## src/rtl/exec_alu_branch_unit_pkg.sv

```systemverilog
// Shared encodings for the execute-stage ALU/branch slice.
// Op codes, addx selects, flag bit positions and branch condition codes.
package exec_alu_branch_unit_pkg;

    localparam int W_OPR    = 32;
    localparam int ADDR     = 32;
    localparam int W_SELECT = 4;
    localparam int W_CC     = 4;
    localparam int W_FLAGS  = 4;

    typedef enum logic [1:0] {
        OP_NOP    = 2'b00,
        OP_ADDX   = 2'b01,
        OP_ABSX   = 2'b10,
        OP_BRANCH = 2'b11
    } op_e;

    typedef enum logic [1:0] {
        SEL_ADD = 2'b00,
        SEL_SUB = 2'b01,
        SEL_ADC = 2'b10,
        SEL_SBB = 2'b11
    } addx_sel_e;

    localparam int FLG_C = 0;
    localparam int FLG_Z = 1;
    localparam int FLG_S = 2;
    localparam int FLG_V = 3;

    localparam logic [W_CC-1:0] CC_AL  = 4'h0;
    localparam logic [W_CC-1:0] CC_EQ  = 4'h1;
    localparam logic [W_CC-1:0] CC_NE  = 4'h2;
    localparam logic [W_CC-1:0] CC_CS  = 4'h3;
    localparam logic [W_CC-1:0] CC_CC  = 4'h4;
    localparam logic [W_CC-1:0] CC_MI  = 4'h5;
    localparam logic [W_CC-1:0] CC_PL  = 4'h6;
    localparam logic [W_CC-1:0] CC_VS  = 4'h7;
    localparam logic [W_CC-1:0] CC_VC  = 4'h8;
    localparam logic [W_CC-1:0] CC_LT  = 4'h9;
    localparam logic [W_CC-1:0] CC_GE  = 4'hA;
    localparam logic [W_CC-1:0] CC_LE  = 4'hB;
    localparam logic [W_CC-1:0] CC_GT  = 4'hC;
    localparam logic [W_CC-1:0] CC_LS  = 4'hD;
    localparam logic [W_CC-1:0] CC_HI  = 4'hE;
    localparam logic [W_CC-1:0] CC_NV  = 4'hF;

endpackage

```

## src/rtl/exec_alu_branch_unit_if.sv

```systemverilog
// Execute-stage bus: decoded instruction operands in, ALU result,
// flags and branch redirect out.
interface exec_alu_branch_unit_if;
    import exec_alu_branch_unit_pkg::*;

    logic                v_i;
    logic                stall_i;
    logic [1:0]          op_i;
    logic [W_SELECT-1:0] select_i;
    logic [W_OPR-1:0]    opr0_i;
    logic [W_OPR-1:0]    opr1_i;
    logic [ADDR-1:0]     pc_i;
    logic [W_CC-1:0]     cc_i;
    logic [W_OPR-1:0]    result_o;
    logic [W_FLAGS-1:0]  flags_next_o;
    logic [W_FLAGS-1:0]  flags_o;
    logic                branch_o;
    logic [ADDR-1:0]     branch_addr_o;

    modport master (
        output v_i, stall_i, op_i, select_i,
        output opr0_i, opr1_i, pc_i, cc_i,
        input  result_o, flags_next_o, flags_o,
        input  branch_o, branch_addr_o
    );

    modport slave (
        input  v_i, stall_i, op_i, select_i,
        input  opr0_i, opr1_i, pc_i, cc_i,
        output result_o, flags_next_o, flags_o,
        output branch_o, branch_addr_o
    );

endinterface

```

## src/rtl/exec_cond_eval.sv

```systemverilog
// Branch condition evaluation from a condition code and the flags.
module exec_cond_eval
    import exec_alu_branch_unit_pkg::*;
(
    input  logic [W_CC-1:0]    i_cc,
    input  logic [W_FLAGS-1:0] i_flags,
    output logic               o_cond
);

    logic w_c, w_z, w_s, w_v, w_lt;

    assign w_c  = i_flags[FLG_C];
    assign w_z  = i_flags[FLG_Z];
    assign w_s  = i_flags[FLG_S];
    assign w_v  = i_flags[FLG_V];
    assign w_lt = w_s ^ w_v;

    always_comb begin
        o_cond = 1'b0;
        unique case (i_cc)
            CC_AL: o_cond = 1'b1;
            CC_EQ: o_cond = w_z;
            CC_NE: o_cond = ~w_z;
            CC_CS: o_cond = w_c;
            CC_CC: o_cond = ~w_c;
            CC_MI: o_cond = w_s;
            CC_PL: o_cond = ~w_s;
            CC_VS: o_cond = w_v;
            CC_VC: o_cond = ~w_v;
            CC_LT: o_cond = w_lt;
            CC_GE: o_cond = ~w_lt;
            CC_LE: o_cond = w_z | w_lt;
            CC_GT: o_cond = ~w_z & ~w_lt;
            CC_LS: o_cond = w_c | w_z;
            CC_HI: o_cond = ~w_c & ~w_z;
            CC_NV: o_cond = 1'b0;
        endcase
    end

endmodule

```

## src/rtl/exec_alu_branch_unit.sv

```systemverilog
// Execute slice: add/sub with carry, absolute value, branch resolution,
// and the architectural flags register.
module exec_alu_branch_unit
    import exec_alu_branch_unit_pkg::*;
(
    input  logic                  clk,
    input  logic                  reset,
    exec_alu_branch_unit_if.slave bus
);

    localparam int MSB = W_OPR - 1;

    logic [W_FLAGS-1:0] r_flags;
    logic [W_FLAGS-1:0] w_flags_next;
    logic [W_OPR-1:0]   w_result;
    logic [W_OPR-1:0]   w_abs;
    logic [W_OPR:0]     w_sum;
    logic [W_OPR:0]     w_cin;
    logic               w_sub;
    logic               w_arith;
    logic               w_fire;
    logic               w_cond;
    logic               w_unused;

    assign w_sub   = bus.select_i[0];
    assign w_cin   = {{W_OPR{1'b0}}, bus.select_i[1] & r_flags[FLG_C]};
    assign w_abs   = bus.opr1_i[MSB] ? (~bus.opr1_i + W_OPR'(1))
                                     : bus.opr1_i;
    assign w_arith = (bus.op_i == OP_ADDX) || (bus.op_i == OP_ABSX);
    assign w_fire  = bus.v_i & ~bus.stall_i;

    always_comb begin
        w_result     = '0;
        w_flags_next = '0;
        w_sum        = '0;
        unique case (op_e'(bus.op_i))
            OP_ADDX: begin
                // 33-bit add/sub: top bit is carry-out or borrow.
                if (w_sub)
                    w_sum = {1'b0, bus.opr0_i} - {1'b0, bus.opr1_i} - w_cin;
                else
                    w_sum = {1'b0, bus.opr0_i} + {1'b0, bus.opr1_i} + w_cin;
                w_result = w_sum[MSB:0];
                w_flags_next[FLG_C] = w_sum[W_OPR];
                w_flags_next[FLG_V] =
                    ((bus.opr0_i[MSB] ^ bus.opr1_i[MSB]) == w_sub) &&
                    (w_result[MSB] != bus.opr0_i[MSB]);
            end
            OP_ABSX: begin
                w_result = w_abs;
                w_flags_next[FLG_V] = (bus.opr1_i == {1'b1, {MSB{1'b0}}});
            end
            default: ;
        endcase
        w_flags_next[FLG_Z] = w_arith && (w_result == '0);
        w_flags_next[FLG_S] = w_result[MSB];
    end

    always_ff @(posedge clk or posedge reset) begin
        if (reset)
            r_flags <= '0;
        else if (w_fire && w_arith)
            r_flags <= w_flags_next;
    end

    exec_cond_eval u_cond (
        .i_cc    (bus.cc_i),
        .i_flags (r_flags),
        .o_cond  (w_cond)
    );

    assign bus.result_o      = w_result;
    assign bus.flags_next_o  = w_flags_next;
    assign bus.flags_o       = r_flags;
    assign bus.branch_o      = w_fire && (bus.op_i == OP_BRANCH) && w_cond;
    assign bus.branch_addr_o = bus.select_i[0]
                             ? bus.pc_i + bus.opr1_i[ADDR-1:0]
                             : bus.opr1_i[ADDR-1:0];

    assign w_unused = ^bus.select_i[W_SELECT-1:2];

endmodule

```

## src/flat_wrapper.sv

```systemverilog
// flat-port wrapper written by rule: the top's interface ports become plain ports
module exec_alu_branch_unit_flat import exec_alu_branch_unit_pkg::*;
  (clk, reset, bus_v_i, bus_stall_i, bus_op_i, bus_select_i, bus_opr0_i, bus_opr1_i, bus_pc_i, bus_cc_i, bus_result_o, bus_flags_next_o, bus_flags_o, bus_branch_o, bus_branch_addr_o);
  exec_alu_branch_unit_if bus_i ();
  input  logic clk;
  input  logic reset;
  input wire logic [$bits(bus_i.v_i)-1:0] bus_v_i;
  input wire logic [$bits(bus_i.stall_i)-1:0] bus_stall_i;
  input wire logic [$bits(bus_i.op_i)-1:0] bus_op_i;
  input wire logic [$bits(bus_i.select_i)-1:0] bus_select_i;
  input wire logic [$bits(bus_i.opr0_i)-1:0] bus_opr0_i;
  input wire logic [$bits(bus_i.opr1_i)-1:0] bus_opr1_i;
  input wire logic [$bits(bus_i.pc_i)-1:0] bus_pc_i;
  input wire logic [$bits(bus_i.cc_i)-1:0] bus_cc_i;
  output wire logic [$bits(bus_i.result_o)-1:0] bus_result_o;
  output wire logic [$bits(bus_i.flags_next_o)-1:0] bus_flags_next_o;
  output wire logic [$bits(bus_i.flags_o)-1:0] bus_flags_o;
  output wire logic [$bits(bus_i.branch_o)-1:0] bus_branch_o;
  output wire logic [$bits(bus_i.branch_addr_o)-1:0] bus_branch_addr_o;
  assign bus_i.v_i = bus_v_i;
  assign bus_i.stall_i = bus_stall_i;
  assign bus_i.op_i = bus_op_i;
  assign bus_i.select_i = bus_select_i;
  assign bus_i.opr0_i = bus_opr0_i;
  assign bus_i.opr1_i = bus_opr1_i;
  assign bus_i.pc_i = bus_pc_i;
  assign bus_i.cc_i = bus_cc_i;
  assign bus_result_o = bus_i.result_o;
  assign bus_flags_next_o = bus_i.flags_next_o;
  assign bus_flags_o = bus_i.flags_o;
  assign bus_branch_o = bus_i.branch_o;
  assign bus_branch_addr_o = bus_i.branch_addr_o;
  exec_alu_branch_unit u_core (.clk(clk), .reset(reset), .bus(bus_i));
endmodule
```

## config.mk

```make
export PLATFORM = sky130hd
export DESIGN_NAME = exec_alu_branch_unit_flat
export DESIGN_NICKNAME = d
export VERILOG_FILES = /design/src/rtl/exec_alu_branch_unit_pkg.sv /design/src/rtl/exec_alu_branch_unit_if.sv /design/src/rtl/exec_cond_eval.sv /design/src/rtl/exec_alu_branch_unit.sv /design/src/flat_wrapper.sv
export SDC_FILE = /design/constraint.sdc
export NUM_CORES = 1
export LEC_CHECK = 0
export CAP_MARGIN = 25
export CORE_ASPECT_RATIO = 1.25
export CORE_MARGIN = 2
export CORE_UTILIZATION = 55
export DETAILED_ROUTE_END_ITERATION = 10
export MAX_ROUTING_LAYER = met4
export PLACE_DENSITY = 0.86
export SLEW_MARGIN = 20
export SYNTH_ARGS = -nofsm -noshare
export SYNTH_HDL_FRONTEND = slang
export SYNTH_HIERARCHICAL = 1
export SYNTH_SLANG_ARGS = --single-unit
```

## constraint.sdc

```tcl
create_clock -name clk -period 11.3 [get_ports clk]
set_clock_uncertainty 0.15 [all_clocks]
set_input_delay 1.695 -clock clk [delete_from_list [all_inputs] [get_ports clk]]
set_output_delay 1.695 -clock clk [all_outputs]
set_load 0.02 [all_outputs]
```

==> flow_metrics.tcl <==
set metrics [dict create \
    drc_errors 0 \
    clkLatencyLatePin_ps 230 \
    area_growth_pct 24.7 \
    seqCellArea_um2 100 \
    cp-end-kind "output pin" \
    drive_gt1_frac 0.0462 \
    cp.arrival_ps 7380 \
    ys_seq_area_frac 0.0123 \
    hold_buffers 0 \
    postSynthCellCount 1181 \
    cts.path.max_buffers 2 \
    critPathKind "in -> out" \
    dp_hpwl_um 25900 \
    die-height_um 140 \
    max_clock_freq_mhz 108 \
    timing_hold_violations_final 0 \
    fp.dieW_um 113 \
    portBuffers 180 \
    vias 9842 \
    synth_area_mm2 0.00813 \
    fin_tns_setup_ps 0 \
    synth_edf_count 0 \
    cts.sink_count 4 \
    hold_class "reg -> reg" \
    max-vdd-ir-drop_v 0.0000677 \
    multiInputGateArea_mm2 0.00742 \
    finalNonFillerCells 1519 \
    ant_nets 0 \
    relSlewSlack 0.354 \
    fillers 1238 \
    largest_reg_flops 4 \
    cap_viol_max_count 0 \
    avgSynthCellArea_um2 6.89 \
    io_pins 183 \
    synth_warnings 6 \
    min_period_over_period 0.816 \
    ys.flop_type "dfrtp_1" \
    cp_max_fo 6 \
    avgViaCountPerCell 6.48 \
    rsz0062_at_grt "false" \
    yosysTopAreaCell "ha_1" \
    grt_overflow 0 \
    cp.required_ps 9460 \
    r2r_start "u_core/bus.flags_o[0]" \
    hp-start "u_core/bus.flags_o[1]" \
    cp-start-kind "primary input" \
    cp-startpoint "bus_opr1_i[0]" \
    grt_pass1_wl_um 47700 \
    cts_buffers 3 \
    synth.area.top_cells "ha_1 20%, xnor2_1 7.5%, a21oi_1 6.2%" \
    gp_congestion 1.05 \
    cts_setup_buffers 0 \
    cts_resized 0 \
    tightest_slew_ps 967 \
    drtIter0Drc 734 \
    ys_seq_elements 4 \
    setup_viol 0 \
    clkTransAtPathRegs_ps 30 \
    synthArstFlopShare 1.00 \
    antenna_found_initial 0 \
    syn-num-nets 1424 \
    grt_max_degree 50 \
    synth_top_area_share 0.197 \
    initial_core_util 0.564 \
    status "completed" \
    dp.cells 1516 \
    rows 49 \
    grt_pass1_vias 9536 \
    die_area_mm2 0.0158 \
    h-tree-depth 1 \
    yosys.cell_types.count 88 \
    power.density_mw_per_mm2 74.7 \
    root_buffer "clkbuf_16" \
    slew_viol_final 0 \
    leakage_nw 4.38 \
    core_mm2 0.0144 \
    routed_wl_um 31300 \
    antenna_cells 0 \
    dr.pass1.iters 6 \
    cts_tree "done" \
    wire_per_inst_um 20.6 \
    period_needed_ps 9230 \
    nets 1586 \
    grt_usage 0.384 \
]
final cells by class:
class | count | share of cell area
clock buffers | 3 | 0.00740
well taps | 178 | 0.0220
multi-input cells | 1018 | 0.731
inverters | 130 | 0.0481
repair buffers | 186 | 0.182
flip-flops and latches | 4 | 0.00987
cell usage after synthesis, drive strengths merged (6+ instances only):
cell type and n:
a211o 7, a211oi 17, a21o 28, a21oi 100, a22oi 10, a31oi 15
and2 9, and3 8, buf 8, clkbuf 21, ha 128, inv 129
mux2 21, nand2 72, nand2b 25, nand3 19, nand4 12, nor2 96
nor2b 24, nor3 30, nor4 14, o211ai 11, o21a 17, o21ai 80
o21bai 13, o221ai 9, o22ai 9, o31ai 18, or2 6, or3 11
or4 9, xnor2 70, xor2 31
worst paths after layout:
kind / endpoint / slack (ps) / cells after the start
min in group asynchronous: u_core/bus.flags_o[0] / 1530 / 2
worst max register to register: u_core/bus.flags_o[1] / 5940 / 16
worst max-delay path: bus_flags_next_o[1] / 2070 / 16
max in group asynchronous: u_core/bus.flags_o[1] / 9300 / 2
worst min-delay path: u_core/bus.flags_o[1] / 490 / 2
worst min register to register: u_core/bus.flags_o[1] / 490 / 2
worst max-delay path, stage by stage:
cell,delay (ps)
clkdlybuf4s50_1,560
fa_1,520
inv_1,90
fa_1,200
o21bai_1,100
o2111ai_1,420
a2111oi_1,260
or4_1,600
a211oi_1,670
xnor2_1,210
o221ai_1,150
or4_1,630
nor4_2,410
nand2_1,110
nor2_1,130
clkdlybuf4s50_1,610
layout by cell type (no fill, tap or decap), types with 9 or more instances in the layout:
master and n:
clkdlybuf4s50_1 179, inv_1 129, ha_1 128, a21oi_1 100, nor2_1 96, o21ai_0 78
nand2_1 72, xnor2_1 70, xor2_1 31, nor3_1 30, a21o_1 28, nand2b_1 25
nor2b_1 24, mux2_2 21, nand3_1 19, o31ai_1 17, o21a_1 17, a211oi_1 16
a31oi_1 15, o21bai_1 13, nor4_1 12, nand4_1 12, or3_1 10, o211ai_1 10
a22oi_1 10, and2_1 9, o221ai_1 9
metal layers:
layer	global-route usage	wire length [um]	part of all wire
met5	-	0	0
met4	0.223	2090	0.067
met3	0.0225	1730	0.055
met2	0.679	15600	0.50
met1	0.424	11900	0.38
power breakdown:
group	switching, mW	leakage, nW	total, mW	internal, mW
logic	0.388	4.29	0.679	0.290
clock network	0.0108	0.0370	0.0561	0.0453
registers	0.00556	0.0509	0.0223	0.0167
total	0.405	4.38	0.757	0.352
cells by family (layout without fill, tap and decap cells):
family / after synthesis / after routing / share of synthesized area
xor gates and xnor gates: 101 / 101 / 0.109
muxes: 26 / 26 / 0.0352
adders and majority gates: 133 / 133 / 0.209
AOI/OAI and AO/OA: 405 / 405 / 0.336
and+or+nand+nor: 353 / 353 / 0.223
buffers and inverters: 159 / 319 / 0.0759
DFF: 4 / 4 / 0.0123
per-stage QoR:
stage	util	total power [mW]	cell area, um2	worst slack (ps)	hold slack (ps)
after floorplan	-	0.457	8130	3820	533
after global placement	0.699	0.673	10100	2130	475
after detailed placement	0.699	0.683	10100	2070	484
after CTS	0.704	0.745	10100	2060	489
after global routing	0.704	0.809	10100	1910	525
final	0.704	0.757	10100	2070	488
(Power assumes the default switching activity.)
